## src/rtl/sw_debounce_pkg.sv

```systemverilog
`default_nettype none
// ============================================================================
//  Module      : sw_debounce_pkg
//  Description : Shared constants for the switch debouncer and the board top,
//                plus the counter-width helper used by each debounce lane.
//  Revision    : 1.0 - initial release
// ============================================================================
package sw_debounce_pkg;

    // Board-level defaults: number of switch lines and debounce interval
    localparam int c_DEF_WIDTH     = 8;
    localparam int c_DEF_DB_CYCLES = 10000;

    // Counter width: ceil(log2(db)), never less than one bit
    function automatic int cnt_width(input int db);
        return (db <= 1) ? 1 : $clog2(db);
    endfunction

endpackage : sw_debounce_pkg
`default_nettype wire

```

## src/rtl/sw_debounce_db_bit.sv

```systemverilog
`default_nettype none
// ============================================================================
//  Module      : db_bit
//  Description : One debounce lane: 2-flop synchronizer, saturating mismatch
//                counter, stable flop and registered rise/fall pulses.
//  Revision    : 1.0 - initial release
// ============================================================================
module db_bit
    import sw_debounce_pkg::*;
#(
    parameter int DB_CYCLES = c_DEF_DB_CYCLES
) (
    input  logic clk,
    input  logic rst,
    input  logic sw_i,
    output logic stable_o,
    output logic rise_o,
    output logic fall_o,
    output logic accept_o
);

    localparam int            CW        = cnt_width(DB_CYCLES);
    localparam logic [CW-1:0] c_CNT_MAX = CW'(DB_CYCLES - 1);

    logic          s1_q;
    logic          s2_q;
    logic          stable_q;
    logic          stable_d;
    logic          rise_q;
    logic          fall_q;
    logic [CW-1:0] cnt_q;
    logic [CW-1:0] cnt_d;
    logic          accept_w;

    // Bring the raw switch level into the clk domain before anything uses it
    always_ff @(posedge clk) begin
        if (rst) begin
            s1_q <= 1'b0;
            s2_q <= 1'b0;
        end else begin
            s1_q <= sw_i;
            s2_q <= s1_q;
        end
    end

    // Count consecutive mismatches; accept the new level once the count tops out
    always_comb begin
        accept_w = 1'b0;
        cnt_d    = '0;
        stable_d = stable_q;
        if (s2_q != stable_q) begin
            if (cnt_q == c_CNT_MAX) begin
                accept_w = 1'b1;
                stable_d = s2_q;
            end else begin
                cnt_d = cnt_q + 1'b1;
            end
        end
    end

    // Counter, stable level and edge pulses all update together
    always_ff @(posedge clk) begin
        if (rst) begin
            cnt_q    <= '0;
            stable_q <= 1'b0;
            rise_q   <= 1'b0;
            fall_q   <= 1'b0;
        end else begin
            cnt_q    <= cnt_d;
            stable_q <= stable_d;
            rise_q   <= accept_w & s2_q;
            fall_q   <= accept_w & ~s2_q;
        end
    end

    assign stable_o = stable_q;
    assign rise_o   = rise_q;
    assign fall_o   = fall_q;
    assign accept_o = accept_w;

endmodule : db_bit
`default_nettype wire

```

## src/rtl/sw_debounce.sv

```systemverilog
`default_nettype none
// ============================================================================
//  Module      : sw_debounce
//  Description : WIDTH independent debounce lanes with a shared change pulse
//                and an any-switch-on indication.
//  Revision    : 1.0 - initial release
// ============================================================================
module sw_debounce
    import sw_debounce_pkg::*;
#(
    parameter int WIDTH     = c_DEF_WIDTH,
    parameter int DB_CYCLES = c_DEF_DB_CYCLES
) (
    input  logic             clk,
    input  logic             rst,
    input  logic [WIDTH-1:0] sw,
    output logic [WIDTH-1:0] sw_stable,
    output logic [WIDTH-1:0] rise,
    output logic [WIDTH-1:0] fall,
    output logic             changed,
    output logic             any_on
);

    logic [WIDTH-1:0] accept_w;
    logic             changed_q;

    generate
        for (genvar i = 0; i < WIDTH; i++) begin : g_bits
            db_bit #(
                .DB_CYCLES (DB_CYCLES)
            ) u_bit (
                .clk      (clk),
                .rst      (rst),
                .sw_i     (sw[i]),
                .stable_o (sw_stable[i]),
                .rise_o   (rise[i]),
                .fall_o   (fall[i]),
                .accept_o (accept_w[i])
            );
        end
    endgenerate

    // Registered alongside the lane pulses so changed lines up with rise/fall
    always_ff @(posedge clk) begin
        if (rst) begin
            changed_q <= 1'b0;
        end else begin
            changed_q <= |accept_w;
        end
    end

    assign changed = changed_q;
    assign any_on  = |sw_stable;

endmodule : sw_debounce
`default_nettype wire

```

## config.mk

```make
export PLATFORM = sky130hd
export DESIGN_NAME = sw_debounce
export DESIGN_NICKNAME = d
export VERILOG_FILES = /design/src/rtl/sw_debounce_pkg.sv /design/src/rtl/sw_debounce_db_bit.sv /design/src/rtl/sw_debounce.sv
export SDC_FILE = /design/constraint.sdc
export NUM_CORES = 1
export LEC_CHECK = 0
export ABC_AREA = 1
export BUFFER_PORTS_ARGS = -buffer_cell sky130_fd_sc_hd__buf_2
export CAP_MARGIN = 20
export CORE_ASPECT_RATIO = 1.4
export CORE_MARGIN = 2
export CORE_UTILIZATION = 50
export CTS_CLUSTER_DIAMETER = 120
export DETAILED_ROUTE_END_ITERATION = 10
export MAX_ROUTING_LAYER = met4
export PLACE_DENSITY = 0.64
export SLEW_MARGIN = 20
export SYNTH_ARGS = -nofsm -noshare
export SYNTH_HDL_FRONTEND = slang
export SYNTH_HIERARCHICAL = 1
export SYNTH_SLANG_ARGS = --single-unit
```

## constraint.sdc

```tcl
create_clock -name clk -period 3.6 [get_ports clk]
set_clock_uncertainty 0.15 [all_clocks]
set_input_delay 0.18 -clock clk [delete_from_list [all_inputs] [get_ports clk]]
set_output_delay 0.18 -clock clk [all_outputs]
set_load 0.01 [all_outputs]
```

==> metrics.md, run 1 <==
| Metric | Value |
|---|---|
| Routed WL | `12.8 mm` |
| Synth Warn # | `6` |
| Hold Path Class | `input pin to flop` |
| Slew headroom | `0.424` |
| Placed Cells incl. Taps | `1150` |
| Synth area leader | `dfxtp_1` |
| Dpl hpwl | `9.31 mm` |
| Core Rows | `52` |
| RR Endpoint | `changed$_SDFF_PP0_` |
| Max Cap Viol | `0` |
| Root buf cell | `clkbuf_16` |
| Avg Cell Area, Syn | `7.94 um^2` |
| Register area share after synthesis | `0.413` |
| Post-Place Cell Area | `7670 um^2` |
| Design Power | `3.60 mW` |
| Post-Syn Instances | `934` |
| Final #Nets | `1006` |
| Final Worst Setup Slack | `1980 ps` |
| Final Hold Vio Count | `0` |
| Drc violations | `0` |
| Cells on worst reg2reg path | `9` |
| Clk buf depth | `2` |
| Fin util | `0.576` |
| H-tree depth | `4` |
| DRT iter0 DRCs | `169` |
| CP Capture Type | `flop` |
| First-pass GRT wire length | `22.8 mm` |
| Vias in the first global route | `5427` |
| Delay-heaviest family, CP | `simple AND/OR/NAND/NOR gates` |
| Sink Count | `153` |
| Initial antenna violation count | `0` |
| GRT Util Overall | `0.183` |
| Die ar. | `15800 um^2` |
| Worst-margin pin slew | `864 ps` |
| Layout area overhead | `12.7%` |
| CP bufs+invs | `1` |
| Crit path max-delay cell type | `dfxtp_1` |
| Mapped Area | `7420 um^2` |
| Largest net degree at the start of global routing | `34` |
| Initial Util | `0.511` |
| Place WS | `1970 ps` |
| End of the critical path | `changed$_SDFF_PP0_` |
| Max Freq | `0.618 GHz` |
| Port buffer count | `35` |
| Vias post-DR | `5656` |
| Setup_tns | `0 ps` |
| Die Y | `148 um` |
| Most common cell on crit path | `nor2_1` |
| Hold slack | `199 ps` |
| RR Startpoint | `g_bits[7].u_bit/cnt_q[0]$_SDFF_PP0_` |
| Tcrit/Tclk final | `0.449` |
| Io pins | `36` |
| Synthesis-stage register bit count | `153` |
| Gp weighted congestion | `0.836` |
| Reg-to-reg slack, setup | `1980 ps` |
| Final ANT Viol Nets | `0` |
| Crit path time final | `1620 ps` |
| RSZ-0062 raised after global routing | `false` |
| Worst setup SP type | `flop` |
| CP cell instances | `ha_1 -> nand3_2 -> nor2_4 -> nand3_1 -> inv_1 -> nor2_1 -> nand2_1 -> nor2_1 -> nor2_1` |
| CTS tree | `built` |
| Critical Path AT | `1740 ps` |
| Diode count | `0` |
| Count of cell types in the netlist | `25` |
| Top cell type's share of synthesized area | `0.413` |
| Peak supply drop | `0.282 mV` |
| PD cells | `431 nW/um^2` |
| Most frequent cells in the layout | `nand2_1 (186), dfxtp_1 (153), nor2_1 (122), inv_1 (88), nor2_2 (72)` |
| Critical path type | `flop to flop` |
| Worst-skew pair later-pin latency | `420 ps` |
| CTS clk-pin slew, worst paths | `60 ps` |
| Final std cells w/o fill | `1190` |
| CORE AREA | `14500 um^2` |
| CP required | `3720 ps` |
| Slew Limit Fails | `0` |
| Critical Path Source | `g_bits[7].u_bit/cnt_q[0]$_SDFF_PP0_` |
| Final setup fails | `0` |
| Vias per inst | `4.75` |
| Die span in x | `107 um` |
| Worst-path fanout max | `4` |
| Post-route cell area | `8360 um^2` |
| Fraction of layout cells with a size suffix above 1 | `0.256` |
| Leak Pwr | `2.91 nW` |
| Global route overflow | `0` |
| Post-CTS setup buffers | `0` |
| First-pass DRT Iterations | `4` |
| Ranking of synthesized cells by area | `dfxtp_1 (41%), nand2_1 (9.4%), nor2_1 (6.2%)` |
| Avg WL per Cell | `10.8 um` |
| Run status | `finished clean` |
| Post_cts resized | `0` |
| Crit path depth | `9` |
| Slowest stage delay, CP | `340 ps` |
| Synthesized Nets | `952` |
| Most common cell after layout, fill and taps aside | `nand2_1` |
| Post-cts hold buffer count | `8` |
| Total CTS buffers | `17` |
## final cells by class
cell class	instances	area, um^2
fillers	1384	6150
repair buffers	43	255
inverters	104	390
clock buffers	20	437
flip-flops and latches	153	3060
clock inverters	12	175
multi-input cells	669	3800
well taps	189	236
## report_power, final
| group | internal, mW | total [mW] | switching (mW) |
|---|---|---|---|
| clock network | 1.16 | 1.83 | 0.675 |
| registers | 1.70 | 1.71 | 0.00731 |
| logic | 0.0213 | 0.0587 | 0.0374 |
| total | 2.88 | 3.60 | 0.719 |
## per-layer routing
metal | up-vias | global-route usage | share of wire
met5 | - | - | 0
met4 | 0 | 0.0623 | 0.012
met3 | 12 | 0.0526 | 0.037
met2 | 61 | 0.311 | 0.49
met1 | 2539 | 0.206 | 0.46
li1 | 3044 | - | -
## state kept, by name, summed over array words and instances, names as in the netlist
signal                 count
g_bits.u_bit/fall_o        8
g_bits.u_bit/rise_o        8
changed                    1
g_bits.u_bit/s2_q          8
g_bits.u_bit/stable_o      8
g_bits.u_bit/s1_q          8
g_bits.u_bit/cnt_q       112
## kinds of logic after synthesis
group	share of synthesized area
AO/OA/AOI/OAI	0.0594
XOR/XNOR	0.0472
adder cells (fa/ha/maj)	0.0135
buffers and inverters	0.0742
flip-flops	0.413
AND/OR/NAND/NOR	0.393
## Yosys cell counts
cell type	instances
nand2_1	186
dfxtp_1	153
nor2_1	122
inv_1	88
nor2_2	72
nand4_1	33
a21oi_1	32
nor2_4	32
nand2_2	24
nand3_1	24
xnor2_1	24
a21oi_2	16
inv_2	16
nand3_2	16
xor2_1	16
buf_12	8
ha_1	8
nand2_4	8
nand3b_1	8
nor3b_1	8
o21ai_0	8
o21ai_1	8
o21bai_1	8
or2_1	8
or2_2	8
## worst min-delay path by stage
stage / slack, ps / startpoint / to / cells after the start
6_report: 200 / rst / g_bits[0].u_bit/s1_q$_SDFF_PP0_ / 2
5_1_grt: 240 / rst / g_bits[0].u_bit/s2_q$_SDFF_PP0_ / 2
4_1_cts: 210 / rst / g_bits[0].u_bit/s1_q$_SDFF_PP0_ / 2
3_5_place_dp: 240 / sw[3] / g_bits[3].u_bit/s1_q$_SDFF_PP0_ / 3
3_3_place_gp: 230 / sw[0] / g_bits[0].u_bit/s1_q$_SDFF_PP0_ / 3
2_1_floorplan: 100 / rst / g_bits[0].u_bit/s1_q$_SDFF_PP0_ / 1
## worst reg2reg max path, cell delays in order, from the launching register on
cell and delay, ps:
dfxtp_1 340, ha_1 250, nand3_2 140, nor2_4 60, nand3_1 90, inv_1 50, nor2_1 180, nand2_1 70
nor2_1 100, nor2_1 40
No activity file was read; power rests on OpenSTA's default activity.
==> run 2, diff against run 1 <==
--- a/config.mk
+++ b/config.mk
@@ -14,7 +14,7 @@
 export CTS_CLUSTER_DIAMETER = 120
 export DETAILED_ROUTE_END_ITERATION = 10
 export MAX_ROUTING_LAYER = met4
-export PLACE_DENSITY = 0.64
+export PLACE_DENSITY = 0.67
 export SLEW_MARGIN = 20
 export SYNTH_ARGS = -nofsm -noshare
 export SYNTH_HDL_FRONTEND = slang
==> constraint.sdc (replaced) <==
create_clock -name clk -period 1.4 [get_ports clk]
set_clock_uncertainty 0.15 [all_clocks]
set_input_delay 0.07 -clock clk [delete_from_list [all_inputs] [get_ports clk]]
set_output_delay 0.07 -clock clk [all_outputs]
set_load 0.01 [all_outputs]
==> metrics.md, run 2 (same netlist as run 1, synthesis figures left out) <==
| Metric | Value |
|---|---|
| Initial Util | `0.511 (unchanged)` |
| Slew Limit Fails | `0 (unchanged)` |
| CP cell instances | `buf_6 -> nor2_4 -> nand4_1 -> buf_2 (was ha_1 -> nand3_2 -> nor2_4 -> nand3_1 -> inv_1 -> nor2_1 -> nand2_1 -> nor2_1 -> nor2_1)` |
| Tcrit/Tclk final | `1.04` |
| Die ar. | `15800 um^2 (unchanged)` |
| CTS tree | `built (unchanged)` |
| Root buf cell | `clkbuf_16 (unchanged)` |
| Fin util | `0.692 (was 0.576)` |
| Crit path max-delay cell type | `dfxtp_2 (was dfxtp_1)` |
| Peak supply drop | `0.850 mV (was 0.282 mV)` |
| Final setup fails | `6 (was 0)` |
| Avg WL per Cell | `12.3 um (was 10.8 um)` |
| Global route overflow | `0 (unchanged)` |
| Most frequent cells in the layout | `nand2_1 (182), dfxtp_1 (120), buf_4 (107), nor2_1 (102), inv_1 (85) (was nand2_1 (186), dfxtp_1 (153), nor2_1 (122), inv_1 (88), nor2_2 (72))` |
| Drc violations | `0 (unchanged)` |
| Worst-path fanout max | `2 (was 4)` |
| Design Power | `9.40 mW (was 3.60 mW)` |
| Fraction of layout cells with a size suffix above 1 | `0.419 (was 0.256)` |
| Max Cap Viol | `0 (unchanged)` |
| Dpl hpwl | `10.1 mm (was 9.31 mm)` |
| Initial antenna violation count | `0 (unchanged)` |
| Port buffer count | `35 (unchanged)` |
| PD cells | `936 nW/um^2 (was 431 nW/um^2)` |
| Reg-to-reg slack, setup | `-50 ps (was 1980 ps)` |
| Routed WL | `16.3 mm (was 12.8 mm)` |
| Max Freq | `0.684 GHz` |
| Placed Cells incl. Taps | `1247 (was 1150)` |
| Register Area | `3100 um^2 (was 3060 um^2)` |
| Most common cell after layout, fill and taps aside | `nand2_1 (unchanged)` |
| Critical path type | `flop to primary output (was flop to flop)` |
| RSZ-0062 raised after global routing | `true (was false)` |
| DRT iter0 DRCs | `230 (was 169)` |
| Worst-margin pin slew | `319 ps (was 864 ps)` |
| Die Y | `148 um (unchanged)` |
| Io pins | `36 (unchanged)` |
| Max reg flops | `112 (unchanged)` |
| Vias post-DR | `6306 (was 5656)` |
| Place WS | `-76.8 ps (was 1970 ps)` |
| Post-route cell area | `10000 um^2 (was 8360 um^2)` |
| Leak Pwr | `3.78 nW (was 2.91 nW)` |
| First-pass GRT wire length | `24.8 mm (was 22.8 mm)` |
| Biggest register | `g_bits.u_bit/cnt_q (unchanged)` |
| CP Capture Type | `primary output (was flop)` |
| H-tree depth | `4 (unchanged)` |
| Fillcell total | `1131 (was 1384)` |
| Hold path depth | `3 (was 2)` |
| Vias in the first global route | `5764 (was 5427)` |
| Crit path time final | `1460 ps` |
| Diode count | `0 (unchanged)` |
| Worst-skew pair later-pin latency | `420 ps (about the same)` |
| Layout area overhead | `35.4% (was 12.7%)` |
| First-pass DRT Iterations | `4 (unchanged)` |
| Final ANT Viol Nets | `0 (unchanged)` |
| Final Worst Setup Slack | `-62.4 ps (was 1980 ps)` |
| Die span in x | `107 um (unchanged)` |
| Post-Place Cell Area | `8430 um^2 (was 7670 um^2)` |
| Run status | `finished with violations (was finished clean)` |
| Critical Path AT | `1240 ps (was 1740 ps)` |
| Slew headroom | `0.786 (was 0.424)` |
| Total CTS buffers | `17 (unchanged)` |
| Clk buf depth | `2 (unchanged)` |
| Hold Path Class | `input pin to flop (unchanged)` |
| Area of the multi-input gates | `4450 um^2 (was 3800 um^2)` |
| Core Rows | `52 (unchanged)` |
| CORE AREA | `14500 um^2 (unchanged)` |
| CTS clk-pin slew, worst paths | `70 ps (was 60 ps)` |
| Largest net degree at the start of global routing | `26 (was 34)` |
| Final #Nets | `1133 (was 1006)` |
| Final Hold Vio Count | `0 (unchanged)` |
| Final std cells w/o fill | `1317 (was 1190)` |
| Gp weighted congestion | `0.845 (was 0.836)` |
| CP required | `1180 ps (was 3720 ps)` |
| Cells on worst reg2reg path | `9 (unchanged)` |
| Worst setup SP type | `flop (unchanged)` |
| Failing checks | `negative setup slack` |
| Vias per inst | `4.79 (was 4.75)` |
| Sink Count | `153 (unchanged)` |
| Slowest stage delay, CP | `320 ps (was 340 ps)` |
| GRT Util Overall | `0.199 (was 0.183)` |
-- run 2: cell count changes in the layout (fill, tap and decap cells not counted), sizes merged --
cell and change:
bufinv -1, inv +2, dlygate4sd3 +3, dlymetal6s4s +1
buf +116, clkinv +2, nand2 +6, clkbuf -1
clkinvlp -1
-- run 2: layer usage --
metal / part of all wire / track usage
met1: 0.42 / 0.221
met2: 0.54 / 0.354
met3: 0.026 / 0.0399
met4: 0.013 / 0.0643
met5: 0 / -
-- run 2: worst max-delay path: cells and delay by family, from the launching register on --
kind	cells	cell delay (ps)
simple gates	2	230
flops	1	320
buf+inv	2	270
-- run 2: per-stage QoR --
step	TNS (ps)	hold slack (ps)
global route	-1740	161
global placement	-62.2	122
floorplan	0	-8.82
detailed placement	-199	126
finish	-172	170
CTS	-65.1	221
-- run 2: what timing repair did --
item	in CTS	in global routing
setup endpoints to repair	48	112
gates cloned	0	7
pin swaps	15	37
endpoints found under the hold margin	13	0
setup buffers	6	14
gates resized for setup	46	99
hold buffers	12	0
-- run 2: where the power goes --
part / internal, mW / total [mW] / switching [mW] / leakage [nW]
combinational: 0.125 / 0.263 / 0.138 / 2.23
sequential: 4.38 / 4.41 / 0.0245 / 1.25
clock: 2.86 / 4.73 / 1.86 / 0.297
-- run 2: layout make-up --
| type | instances | share of cell area |
|---|---|---|
| Inverter | 104 | 0.0389 |
| Timing Repair Buffer | 164 | 0.125 |
| Clock inverter | 14 | 0.0172 |
| Sequential cell | 153 | 0.309 |
| Clock buffer | 18 | 0.0437 |
| Multi-Input combinational cell | 675 | 0.443 |
| Tap cell | 189 | 0.0235 |
-- run 2: final timing paths --
path | from | endpoint
max | g_bits[4].u_bit/stable_o$_SDFFE_PP0P_ | any_on
min | rst | g_bits[6].u_bit/s2_q$_SDFF_PP0_
max reg2reg | g_bits[2].u_bit/cnt_q[0]$_SDFF_PP0_ | changed$_SDFF_PP0_
min reg2reg | g_bits[4].u_bit/s1_q$_SDFF_PP0_ | g_bits[4].u_bit/s2_q$_SDFF_PP0_
==> run 3, diff against run 2 <==
--- a/config.mk
+++ b/config.mk
@@ -5,7 +5,6 @@
 export SDC_FILE = /design/constraint.sdc
 export NUM_CORES = 1
 export LEC_CHECK = 0
-export ABC_AREA = 1
 export BUFFER_PORTS_ARGS = -buffer_cell sky130_fd_sc_hd__buf_2
 export CAP_MARGIN = 20
 export CORE_ASPECT_RATIO = 1.4
==> metrics.md, run 3 <==
| Metric | Value |
|---|---|
| Dpl hpwl | `9.76 mm (was 10.1 mm)` |
| Critical Path AT | `2250 ps (was 1240 ps)` |
| Number of synthesized flops with an enable pin | `0 (unchanged)` |
| Initial antenna violation count | `0 (unchanged)` |
| Worst-margin pin slew | `869 ps (was 319 ps)` |
| Post-Syn Instances | `655 (was 934)` |
| H-tree depth | `4 (unchanged)` |
| Slew headroom | `0.418 (was 0.786)` |
| PD cells | `983 nW/um^2 (was 936 nW/um^2)` |
| Slew Limit Fails | `0 (unchanged)` |
| Gp weighted congestion | `0.851 (was 0.845)` |
| Post-synth top cells | `dfxtp_1 (153), nor2_1 (144), xnor2_1 (72) (was nand2_1 (186), dfxtp_1 (153), nor2_1 (122))` |
| Fin util | `0.809 (was 0.692)` |
| Worst-skew pair later-pin latency | `410 ps (was 420 ps)` |
| Clk buf depth | `2 (unchanged)` |
| Critical Path Source | `g_bits[5].u_bit/cnt_q[12]$_SDFF_PP0_ (was g_bits[4].u_bit/stable_o$_SDFFE_PP0P_)` |
| Most numerous cell in the Yosys netlist | `dfxtp_1 (was nand2_1)` |
| Diode count | `0 (unchanged)` |
| Synth Warn # | `6 (unchanged)` |
| Avg WL per Cell | `18.1 um (was 12.3 um)` |
| Critical path type | `flop to flop (was flop to primary output)` |
| Area of the multi-input gates | `3870 um^2 (was 4450 um^2)` |
| Port buffer count | `35 (unchanged)` |
| Max Cap Viol | `0 (unchanged)` |
| Biggest register | `g_bits.u_bit/cnt_q (unchanged)` |
| CP required | `1580 ps (was 1180 ps)` |
| Worst Hold Launch | `rst (unchanged)` |
| Synthesis-stage register bit count | `153 (unchanged)` |
| Hold Path Class | `input pin to flop (unchanged)` |
| Vias post-DR | `5841 (was 6306)` |
| First-pass DRT Iterations | `7 (was 4)` |
| Final ANT Viol Nets | `0 (unchanged)` |
| Die Y | `135 um (was 148 um)` |
| Initial Util | `0.514 (was 0.511)` |
| Fillcell total | `685 (was 1131)` |
| Layout area overhead | `57.3% (was 35.4%)` |
| Vias per inst | `5.55 (was 4.79)` |
| CTS tree | `built (unchanged)` |
| Max reg flops | `112 (unchanged)` |
| Hold slack | `66.9 ps (was 170 ps)` |
| CP Capture Type | `flop (was primary output)` |
| Final setup fails | `138 (was 6)` |
| Mapped Area | `6110 um^2 (was 7420 um^2)` |
| Leak Pwr | `3.52 nW (was 3.78 nW)` |
| GRT Util Overall | `0.258 (was 0.199)` |
| DRT iter0 DRCs | `293 (was 230)` |
| Ranking of synthesized cells by area | `dfxtp_1 (50%), xnor2_1 (10%), nor2_1 (8.8%) (was dfxtp_1 (41%), nand2_1 (9.4%), nor2_1 (6.2%))` |
| RSZ-0062 raised after global routing | `true (unchanged)` |
| Core Rows | `47 (was 52)` |
| Global route overflow | `0 (unchanged)` |
| CORE AREA | `11900 um^2 (was 14500 um^2)` |
| Sink Count | `153 (unchanged)` |
| Crit path time final | `2080 ps (was 1460 ps)` |
| Vias in the first global route | `5909 (was 5764)` |
| Io pins | `36 (unchanged)` |
| Peak supply drop | `0.746 mV (was 0.850 mV)` |
| Root buf cell | `clkbuf_16 (unchanged)` |
| Tcrit/Tclk final | `1.48 (was 1.04)` |
| Register Area | `3120 um^2 (was 3100 um^2)` |
| Worst setup SP type | `flop (unchanged)` |
| Synthesized Nets | `673 (was 952)` |
| Final #Nets | `913 (was 1133)` |
| Final Hold Vio Count | `0 (unchanged)` |
| Most frequent cells in the layout | `buf_4 (167), dfxtp_1 (108), xnor2_1 (72), nor2_1 (57), nor2_2 (51) (was nand2_1 (182), dfxtp_1 (120), buf_4 (107), nor2_1 (102), inv_1 (85))` |
| Run status | `finished with violations (unchanged)` |
| Count of cell types in the netlist | `22 (was 25)` |
| Failing checks | `negative setup slack (unchanged)` |
| Final Worst Setup Slack | `-679 ps (was -62.4 ps)` |
| Synth area leader | `dfxtp_1 (unchanged)` |
| Die ar. | `13100 um^2 (was 15800 um^2)` |
| Max Freq | `0.481 GHz (was 0.684 GHz)` |
| Total CTS buffers | `17 (unchanged)` |
| Largest net degree at the start of global routing | `32 (was 26)` |
| Most common cell after layout, fill and taps aside | `buf_4 (was nand2_1)` |
| Async S/R FF share, synth | `0 (unchanged)` |
| Place WS | `-607 ps (was -76.8 ps)` |
| Avg Cell Area, Syn | `9.33 um^2 (was 7.94 um^2)` |
| First-pass GRT wire length | `26.7 mm (was 24.8 mm)` |
| Register area share after synthesis | `0.501 (was 0.413)` |
| Fraction of layout cells with a size suffix above 1 | `0.497 (was 0.419)` |
| Design Power | `9.45 mW (was 9.40 mW)` |
| Top FF cell, synth | `dfxtp_1 (unchanged)` |
| Die span in x | `97.4 um (was 107 um)` |
| Top cell type's share of synthesized area | `0.501 (was 0.413)` |
| Worst-path fanout max | `5 (was 2)` |
| RR Startpoint | `g_bits[5].u_bit/cnt_q[12]$_SDFF_PP0_ (was g_bits[2].u_bit/cnt_q[0]$_SDFF_PP0_)` |
| Drc violations | `0 (unchanged)` |
| CTS clk-pin slew, worst paths | `60 ps (was 70 ps)` |
| Routed WL | `19.0 mm (was 16.3 mm)` |
==> run 3: cell types whose count changed in the layout (fill, tap and decap cells not counted), sizes merged, moves of 47 or more <==
| cell | before | now |
|---|---|---|
| a21oi | 48 | 1 |
| inv | 106 | 16 |
| nor2 | 226 | 144 |
| buf | 151 | 221 |
| xnor2 | 24 | 72 |
| nand2 | 224 | 41 |
==> run 3: logic make-up after synthesis <==
kind of cell,synth area share
simple gates,0.293
flops,0.501
fa+ha+maj,0.0164
buf+inv,0.0262
xor+xnor,0.149
mux,0.0131
compound gates,0.000818
==> run 3: where the power goes <==
part / switching (mW) / leakage, nW / internal [mW]
Combinational: 0.136 / 1.97 / 0.0884
Sequential: 0.0244 / 1.26 / 4.38
Clock: 1.76 / 0.292 / 3.06
Total: 1.92 / 3.52 / 7.53
==> run 3: path summary, 6_finish.rpt <==
path                            slack (ps)                         endpoint  cells after the start
worst max-delay path                  -680               changed$_SDFF_PP0_                      5
worst min-delay path                    70  g_bits[7].u_bit/s2_q$_SDFF_PP0_                      2
worst min register to register         280  g_bits[7].u_bit/s2_q$_SDFF_PP0_                      1
worst max register to register        -680               changed$_SDFF_PP0_                      5
==> run 3: critical path: stages (launching register included) <==
cell and delay, ps:
dfxtp_2 320, or4_4 530, or4_4 500, nor2_1 240, nor4_2 100, a21oi_1 160
==> run 3: per-stage QoR <==
step	cells	setup TNS [ps]	instance area [um^2]
floorplan	655	-55130	6330
global placement	988	-67360	7760
detailed placement	988	-71570	7760
CTS	1041	-62490	9020
global route	1053	-74150	9610
finish	1053	-70230	9610
==> run 3: area by class of cell <==
class | count | area share
clock buffers | 22 | 0.0483
clock inverters | 8 | 0.0151
inverters | 16 | 0.00625
multi-input cells | 478 | 0.403
flip-flops and latches | 153 | 0.324
well taps | 147 | 0.0191
repair buffers | 229 | 0.184
==> run 3: per-layer routing <==
metal  share of wire  up-vias  wire length (um)  track usage
met5               0        -                 0            -
met4           0.032        0               607        0.105
met3           0.034       46               650       0.0616
met2            0.57      164             10800        0.470
met1            0.37     2913              6980        0.266
li1                -     2718                 -            -
==> run 3: what timing repair did <==
action | in CTS | in global routing
setup buffers | 8 | 11
gates cloned | 7 | 1
pin swaps | 29 | 11
endpoints found under the hold margin | 8 | 0
gates resized for setup | 97 | 121
endpoints found under the setup margin | 138 | 139
hold buffers | 8 | 0
